$ cat src/rtl/avalon_acc_master.sv
// Avalon-MM initiator for the float accumulator slave: buffers operands,
// then writes the init value, streams the operands and reads back the sum.
module avalon_acc_master #(
    parameter int DEPTH   = 16,
    parameter int TIMEOUT = 1024
) (
    input  logic        clk,
    input  logic        reset,
    input  logic        in_valid,
    input  logic [31:0] in_data,
    output logic        in_ready,
    input  logic [31:0] init_value,
    input  logic        start,
    output logic        busy,
    output logic        done,
    output logic        error,
    output logic [31:0] result,
    output logic        avm_address,
    output logic        avm_write,
    output logic        avm_read,
    output logic [31:0] avm_writedata,
    input  logic [31:0] avm_readdata,
    input  logic        avm_waitrequest
);

    localparam int AW = $clog2(DEPTH);
    localparam int SW = $clog2(TIMEOUT + 1);

    typedef enum logic [2:0] {IDLE, INIT_WR, DATA_WR, RD, FIN} state_t;

    state_t        state_q, state_d;
    logic [31:0]   mem_q [DEPTH];
    logic [AW-1:0] wr_ptr_q, wr_ptr_d, rd_ptr_q, rd_ptr_d;
    logic [AW:0]   count_q, count_d, rem_q, rem_d;
    logic [SW-1:0] stall_q, stall_d;
    logic [31:0]   init_q, init_d, result_q, result_d, wdata_q, wdata_d;
    logic          in_ready_q, in_ready_d, busy_q, busy_d, done_q, done_d;
    logic          error_q, error_d, write_q, write_d, read_q, read_d;
    logic          addr_q, addr_d;
    logic          push;

    always_comb begin
        push       = in_valid && in_ready_q;
        state_d    = state_q;
        wr_ptr_d   = wr_ptr_q;
        rd_ptr_d   = rd_ptr_q;
        count_d    = count_q;
        rem_d      = rem_q;
        stall_d    = stall_q;
        init_d     = init_q;
        result_d   = result_q;
        error_d    = error_q;

        if (push) begin
            wr_ptr_d = wr_ptr_q + 1'b1;
            count_d  = count_q + 1'b1;
        end

        unique case (state_q)
            IDLE: begin
                if (start) begin
                    init_d  = init_value;
                    rem_d   = count_d;
                    error_d = 1'b0;
                    stall_d = '0;
                    state_d = INIT_WR;
                end
            end
            INIT_WR, DATA_WR, RD: begin
                if (!avm_waitrequest) begin
                    stall_d = '0;
                    if (state_q == INIT_WR) begin
                        state_d = (rem_q != '0) ? DATA_WR : RD;
                    end else if (state_q == DATA_WR) begin
                        rd_ptr_d = rd_ptr_q + 1'b1;
                        count_d  = count_q - 1'b1;
                        rem_d    = rem_q - 1'b1;
                        if (rem_q == (AW+1)'(1)) state_d = RD;
                    end else begin
                        result_d = avm_readdata;
                        state_d  = FIN;
                    end
                end else if (stall_q == SW'(TIMEOUT - 1)) begin
                    // Abandon the sequence and drop whatever is still queued
                    error_d  = 1'b1;
                    rd_ptr_d = wr_ptr_q;
                    count_d  = '0;
                    rem_d    = '0;
                    stall_d  = '0;
                    state_d  = FIN;
                end else begin
                    stall_d = stall_q + 1'b1;
                end
            end
            FIN:     state_d = IDLE;
            default: state_d = IDLE;
        endcase

        // Bus and status outputs are registered from the next state
        busy_d     = (state_d != IDLE);
        done_d     = (state_d == FIN);
        write_d    = (state_d == INIT_WR) || (state_d == DATA_WR);
        read_d     = (state_d == RD);
        addr_d     = (state_d == INIT_WR) || (state_d == RD);
        in_ready_d = (state_d == IDLE) && (count_d < (AW+1)'(DEPTH));
        if (state_d == INIT_WR)      wdata_d = init_d;
        else if (state_d == DATA_WR) wdata_d = mem_q[rd_ptr_d];
        else                         wdata_d = '0;
    end

    always_ff @(posedge clk) begin
        if (reset) begin
            state_q    <= IDLE;
            wr_ptr_q   <= '0;
            rd_ptr_q   <= '0;
            count_q    <= '0;
            rem_q      <= '0;
            stall_q    <= '0;
            init_q     <= '0;
            result_q   <= '0;
            wdata_q    <= '0;
            in_ready_q <= 1'b0;
            busy_q     <= 1'b0;
            done_q     <= 1'b0;
            error_q    <= 1'b0;
            write_q    <= 1'b0;
            read_q     <= 1'b0;
            addr_q     <= 1'b0;
        end else begin
            state_q    <= state_d;
            wr_ptr_q   <= wr_ptr_d;
            rd_ptr_q   <= rd_ptr_d;
            count_q    <= count_d;
            rem_q      <= rem_d;
            stall_q    <= stall_d;
            init_q     <= init_d;
            result_q   <= result_d;
            wdata_q    <= wdata_d;
            in_ready_q <= in_ready_d;
            busy_q     <= busy_d;
            done_q     <= done_d;
            error_q    <= error_d;
            write_q    <= write_d;
            read_q     <= read_d;
            addr_q     <= addr_d;
        end
    end

    always_ff @(posedge clk) begin
        if (!reset && push) mem_q[wr_ptr_q] <= in_data;
    end

    assign in_ready      = in_ready_q;
    assign busy          = busy_q;
    assign done          = done_q;
    assign error         = error_q;
    assign result        = result_q;
    assign avm_address   = addr_q;
    assign avm_write     = write_q;
    assign avm_read      = read_q;
    assign avm_writedata = wdata_q;

endmodule
$ cat config.mk
export PLATFORM = sky130hd
export DESIGN_NAME = avalon_acc_master
export DESIGN_NICKNAME = d
export VERILOG_FILES = /design/src/rtl/avalon_acc_master.sv
export SDC_FILE = /design/constraint.sdc
export NUM_CORES = 1
export LEC_CHECK = 0
export BUFFER_PORTS_ARGS = -buffer_cell sky130_fd_sc_hd__buf_2
export CAP_MARGIN = 20
export CORE_UTILIZATION = 41
export CTS_CLUSTER_DIAMETER = 50
export DETAILED_ROUTE_END_ITERATION = 10
export SLEW_MARGIN = 10
export SYNTH_ARGS = -nofsm -noshare
export SYNTH_HDL_FRONTEND = slang
export SYNTH_SLANG_ARGS = --single-unit
$ cat constraint.sdc
create_clock -name clk -period 5.9 [get_ports clk]
set_clock_uncertainty 0.1 [all_clocks]
set_input_delay 0.59 -clock clk [delete_from_list [all_inputs] [get_ports clk]]
set_output_delay 0.59 -clock clk [all_outputs]
set_load 0.02 [all_outputs]
## After elaboration in Yosys (flattened, before gate mapping)

Memory sizes are Yosys's and may differ from the RTL's.
Index checks and enable logic that the tools add are counted.
W data, S select, Z words.

- Memories: 1
- Bits in registers: 135
- Output and inout port bits: 71
- Memory bits (writable): 512
- Input bits: 101

- Bitwise logic cells: 3
- Muxes and demuxes: 39
- $add $sub $neg: 6
- Reduce and logical (&&, ||, !) cells: 16
- Magnitude comparators: 1
- Equality and inequality tests: 15

Memory list:

| memory | words | bits a word | rd ports | clocked after Yosys merged registers in | write ports | line | source |
|---|---|---|---|---|---|---|---|
| mem_q | 16 | 32 | 1 | 0 | 1 | 32 | `logic [31:0] mem_q [DEPTH];` |

Operators with widths:

| operator | count |
|---|---|
| $mux W32 | 4 |
| $mux W5 | 11 |
| $mux W11 | 3 |
| $pmux W11 S2 | 1 |
| $mux W4 | 5 |
| $mux W3 | 6 |
| $eq A3 B2 Y1 const B | 4 |
| $add A11 B1 Y11 const B | 1 |
| $eq A11 B10 Y1 const B | 1 |
| $pmux W5 S2 | 1 |
| $sub A5 B1 Y5 const B | 2 |
| $ne A3 B3 Y1 const B | 3 |
| $add A4 B1 Y4 const B | 2 |
| $reduce_and A4 Y1 | 2 |
| $eq A3 B1 Y1 const B | 2 |
| $logic_not A3 Y1 | 2 |
| $mux W1 | 6 |
| $ne A2 B2 Y1 const B | 3 |
| $pmux W3 S2 | 1 |
| $add A5 B1 Y5 const B | 1 |
| $eq A5 B1 Y1 const B | 1 |
| $lt A5 B5 Y1 const B | 1 |
| $reduce_and A5 Y1 | 1 |
| $reduce_bool A5 Y1 | 1 |
| other kinds (10) | 15 |

## Depth between registers and ports, before layout

- Depth in word-level cells: 9
- Depth in mapped cells: 12
- Gate-level depth less buffers: 10

## Least setup slack after synthesis

Ideal clock, no wire load.

- Path type: input-to-reg
- Start point: in in_valid
- End point: mem mem_q[3][0] (enable)
- Arrival: 2693 ps
- Buffers on the path: 1
- Data required time: 5379 ps
- Setup time: 421 ps
- Cell stages on the path: 4
- Setup slack: 2686 ps
- Path through: and2_0 -> clkbuf_1 -> nand2_1 -> nor2_1

- Word-level cells in the longest chain between the ends: 4

Ends and longest elaborated chain:

| item | line | source |
|---|---|---|
| from (decl) | 9 | `input logic in_valid,` |
| $logic_and A1 B1 Y1 | 43 | `push = in_valid && in_ready_q;` |
| $logic_and A1 B1 Y1 | 150 | `if (!reset && push) mem_q[wr_ptr_q] <= in_data;` |
| $mux W1 | 150 |  |
| $mux W1 (not written as such) | 150 |  |
| to (decl) | 32 |  |

No other way between the ends.

## Final worst setup path

- Start point: reg stall_q[0]
- End point: reg wdata_q[0] (netlist: avm_writedata[0])

- Word-level cells in the longest chain between the ends: 7

Ends and longest elaborated chain:

| item | line | source |
|---|---|---|
| from (decl) | 35 | `logic [SW-1:0] stall_q, stall_d;` |
| from (signal assigned) | 135 | `stall_q <= stall_d;` |
| $eq A11 B10 Y1 * | 83 | `end else if (stall_q == SW'(TIMEOUT - 1)) begin` |
| $mux W4 or $mux W3 (tied branches) | 83 |  |
| $mux W4 or $mux W3 (tied branches) | 70 | `if (!avm_waitrequest) begin` |
| $mux W4 or $pmux W3 S2 (tied branches) | 59 | `unique case (state_q)` |
| $mem_v2 Z16 W32 or $eq A3 B2 Y1 (tied branches) | n/a |  |
| $mux W32 | 107 | `else if (state_d == DATA_WR) wdata_d = mem_q[rd_ptr_d];` |
| $mux W32 * | 106 | `if (state_d == INIT_WR) wdata_d = init_d;` |
| to (signal assigned) | 138 | `wdata_q <= wdata_d;` |
| to (decl) | 36 | `logic [31:0] init_q, init_d, result_q, result_d, wdata_q, wdata_d;` |

Mark *: on every way between the ends. The rest lies on a longest branch, timed or not.
A chain may end at the register's enable or synchronous reset.

==> results.ini <==
[grt]
overflow = 0
grt_usage_pct = 21.0
grt_pass1_vias = 15965
grt_max_degree = 137
grt_pass1_wl_mm = 99.2
antenna_found_initial = 5

[routing]
drt_first_pass_iters = 5
route.met2.wl_mm = 31.2
post_drt_wl_per_cell_um = 21.8
dr_total_vias = 16432
drtAntennaViolNets = 0
drc = 0
routed.top_layer = met5
viasPerCell = 5.42
met3_length_mm = 4.24
drtIter0Drc = 1620
wl_mm = 66.2
wl_met1_mm = 29.5

[critical_path]
cp_data_arrival_time_ns = 4.14
critPathMaxFanout = 87
setup.worst_path.start_class = register
endpoint_kind = register
critPathSlowestCell = a211o_4
reg2reg_depth = 10
crit_family = simple AND/OR/NAND/NOR gates
crit_required_ns = 6.28
critical_path_class = register to register
crit_path_max_incr_delay_ns = 0.79
critPathBufInv = 1
r2r_setup_slack_ns = 2.13
reg2reg_from = stall_q[0]$_SDFFE_PP0P_
r2r_end = avm_writedata[0]$_SDFF_PP0_
crit_chain = ha_1 -> nor2b_1 -> nand4_2 -> nor3_1 -> a211o_4 -> buf_12 -> and3_1 -> a31oi_1 -> a32oi_1 -> nand3_1

[logic_synthesis]
synth_edf_count = 512
synth_top_family_by_area = simple AND/OR/NAND/NOR gates
netlist_instances = 2028
yosys.area_share.simple_pct = 13.6
async_reset_ff_share_pct = 0
yosys_warnings = 0
ys_seq_elements = 647
yosysUniqueCellTypes = 66
mappedNetlistNets = 2140
synthTopCellsByArea = edfxtp_1, dfxtp_1, nand2_1, a21oi_1, nand3_1
syn_avg_cell_area_um2 = 12.4
synth_ff_type = edfxtp_1
synth_mux_area_share_pct = 3.18
synth_compound_area_share_pct = 8.02
ys_seq_area_share_pct = 71.7
synth_fa_ha_area_share_pct = 0.546
synth_xor_area_share_pct = 0.694
yosys.area.top_type = edfxtp_1
synth_area_um2 = 25200
synth_top_area_share_pct = 61.0

[timing]
relSlewSlack_pct = 30.6
worst_slew_pin_slew_ns = 1.04
final_max_slew_viol_count = 0
finalSetupViolations = 0
period_needed_ns = 3.77
fmax_ghz = 0.265
setup_tns_ns = 0
timing.final.crit_share_pct = 63.8
finalHoldViolations = 0
rsz0062_at_grt = no

[floorplanning]
die_w_um = 250
io_pins = 172
design.die.area_um2 = 62500
fp.dieH_um = 250
core-area_um2 = 60600
rows = 90
start_util_pct = 41.6

[clocking]
clk_pin_slew_ns = 0.06
cts_num_sinks = 647
cts_resized = 0
cts_hold_repair.buffers = 0
cts_made_buffers = 77
cts_tree = done
cts-root-buf = clkbuf_16
cts_buffer_depth = 3
htreeDepth = 3
cts_setup_buffers = 0
insertion_delay_ns = 0.60

[final_layout]
fin_cells = 3033
fin_util_pct = 48.8
fillerInstances = 5311
area_delta_synth_final_pct = 17.2
drive_gt1_share_pct = 16.0
nets = 2297

[placement]
post-place-cells = 2886
dp_hpwl_mm = 36.1
port_buffers = 171
place_congestion = 0.787

[power]
p_per_area_nw_per_um2 = 347
p_leak_nw = 10.5
vdd_ir_drop_max_mv = 0.165

[hold_path]
hold_depth = 3
worst_hold_path_type = input pin to register
whs_endpoint = result[6]$_SDFFE_PP0P_
min_from = avm_readdata[6]

[job]
cap_violations = 0

[run_status]
outcome = complete, no violations

[worst min-delay path: cells and delay by family]
kind	cells	cell delay, ns
buffers and inverters	1	0.09
and+or+nand+nor	1	0.05
AOI/OAI and AO/OA	1	0.05
[cells in the final DEF, fill, tap and decap left out, types with 32 or more instances in the layout]
| master | Yosys | routed |
|---|---|---|
| a22oi_1 | 37 | 37 |
| o21ai_1 | 32 | 32 |
| nand2_1 | 547 | 547 |
| buf_2 | 46 | 170 |
| clkbuf_16 | 0 | 82 |
| edfxtp_1 | 512 | 512 |
| nand3_1 | 100 | 100 |
| a21oi_1 | 138 | 138 |
| a31oi_1 | 32 | 32 |
| and3_1 | 32 | 32 |
| dfxtp_1 | 135 | 135 |
| nor2_1 | 66 | 49 |
| o21ai_0 | 40 | 40 |
| mux2i_1 | 42 | 42 |
[worst max path at each step]
stage	depth (start not counted)	to	slack (ns)	start
finish	10	avm_writedata[0]$_SDFF_PP0_	2.13	stall_q[0]$_SDFFE_PP0P_
global placement	9	avm_writedata[4]$_SDFF_PP0_	2.32	avm_waitrequest
global route	10	avm_writedata[0]$_SDFF_PP0_	1.92	stall_q[0]$_SDFFE_PP0P_
floorplan	4	mem_q[3][0]$_DFFE_PP_	2.69	in_valid
detailed placement	8	avm_writedata[8]$_SDFF_PP0_	2.23	state_q[1]$_SDFF_PP0_
CTS	8	avm_writedata[8]$_SDFF_PP0_	2.19	state_q[1]$_SDFF_PP0_
[synth_stat cells, drive strengths merged, types with 2 or more instances]
library cell,count
nand2,547
edfxtp,512
a21oi,138
dfxtp,135
nand3,100
clkbuf,76
o21ai,73
nor2,67
buf,50
mux2i,42
a22oi,37
a31oi,32
and3,32
mux2,32
a32oi,30
xor2,14
nor3,12
ha,11
inv,10
nand4,8
nor3b,6
xnor2,6
nor2b,5
nor4,5
nand3b,4
o21bai,4
a2111oi,3
and2,3
and4,3
o221ai,3
or3,3
a211o,2
a211oi,2
nand2b,2
or2,2
[where the power goes]
group          total [mW]  switching (mW)  internal (mW)
Clock                4.68            1.89           2.79
Sequential           5.01          0.0357           4.97
Combinational       0.579           0.407          0.173
[layer usage]
layer,up-vias,track usage [%]
li1,7672,-
met1,8115,29.0
met2,549,34.2
met3,92,3.73
met4,4,5.59
met5,-,0
[cell families after synthesis]
kind of cell,Yosys count
simple gates,805
buf+inv,136
mux,75
xor+xnor,20
flops,647
compound gates,334
fa+ha+maj,11
[flip-flops by register name (all words and copies together) (netlist names), 4 cells and up]
name and cells:
result 32, mem_q 512, avm_writedata 32, stall_q 11
wr_ptr_q 4, rem_q 5, count_q 5, init_q 32
rd_ptr_q 4
[final cells by class]
| cell class | count | area [um2] | area share (%) |
|---|---|---|---|
| sequential | 647 | 18100 | 61.2 |
| multi-input combinational | 1245 | 6740 | 22.8 |
| clock buffer | 109 | 2220 | 7.50 |
| timing repair buffer | 204 | 1180 | 4.00 |
| tap | 782 | 978 | 3.31 |
| clock inverter | 34 | 327 | 1.10 |
| inverter | 10 | 37.5 | 0.127 |
| antenna | 2 | 5.00 | 0.0169 |
[per-stage QoR]
step / hold WS (ns) / cell area [um2] / total power [mW] / worst slack [ns]
after floorplan: 0.331 / 25200 / 5.43 / 2.69
after global placement: 0.338 / 27000 / 5.67 / 2.32
after detailed placement: 0.345 / 27000 / 5.68 / 2.23
after CTS: 0.103 / 29500 / 10.3 / 2.19
after global routing: 0.130 / 29600 / 10.6 / 1.92
final: 0.134 / 29600 / 10.3 / 2.13
Power figures use the tool's default switching activity.
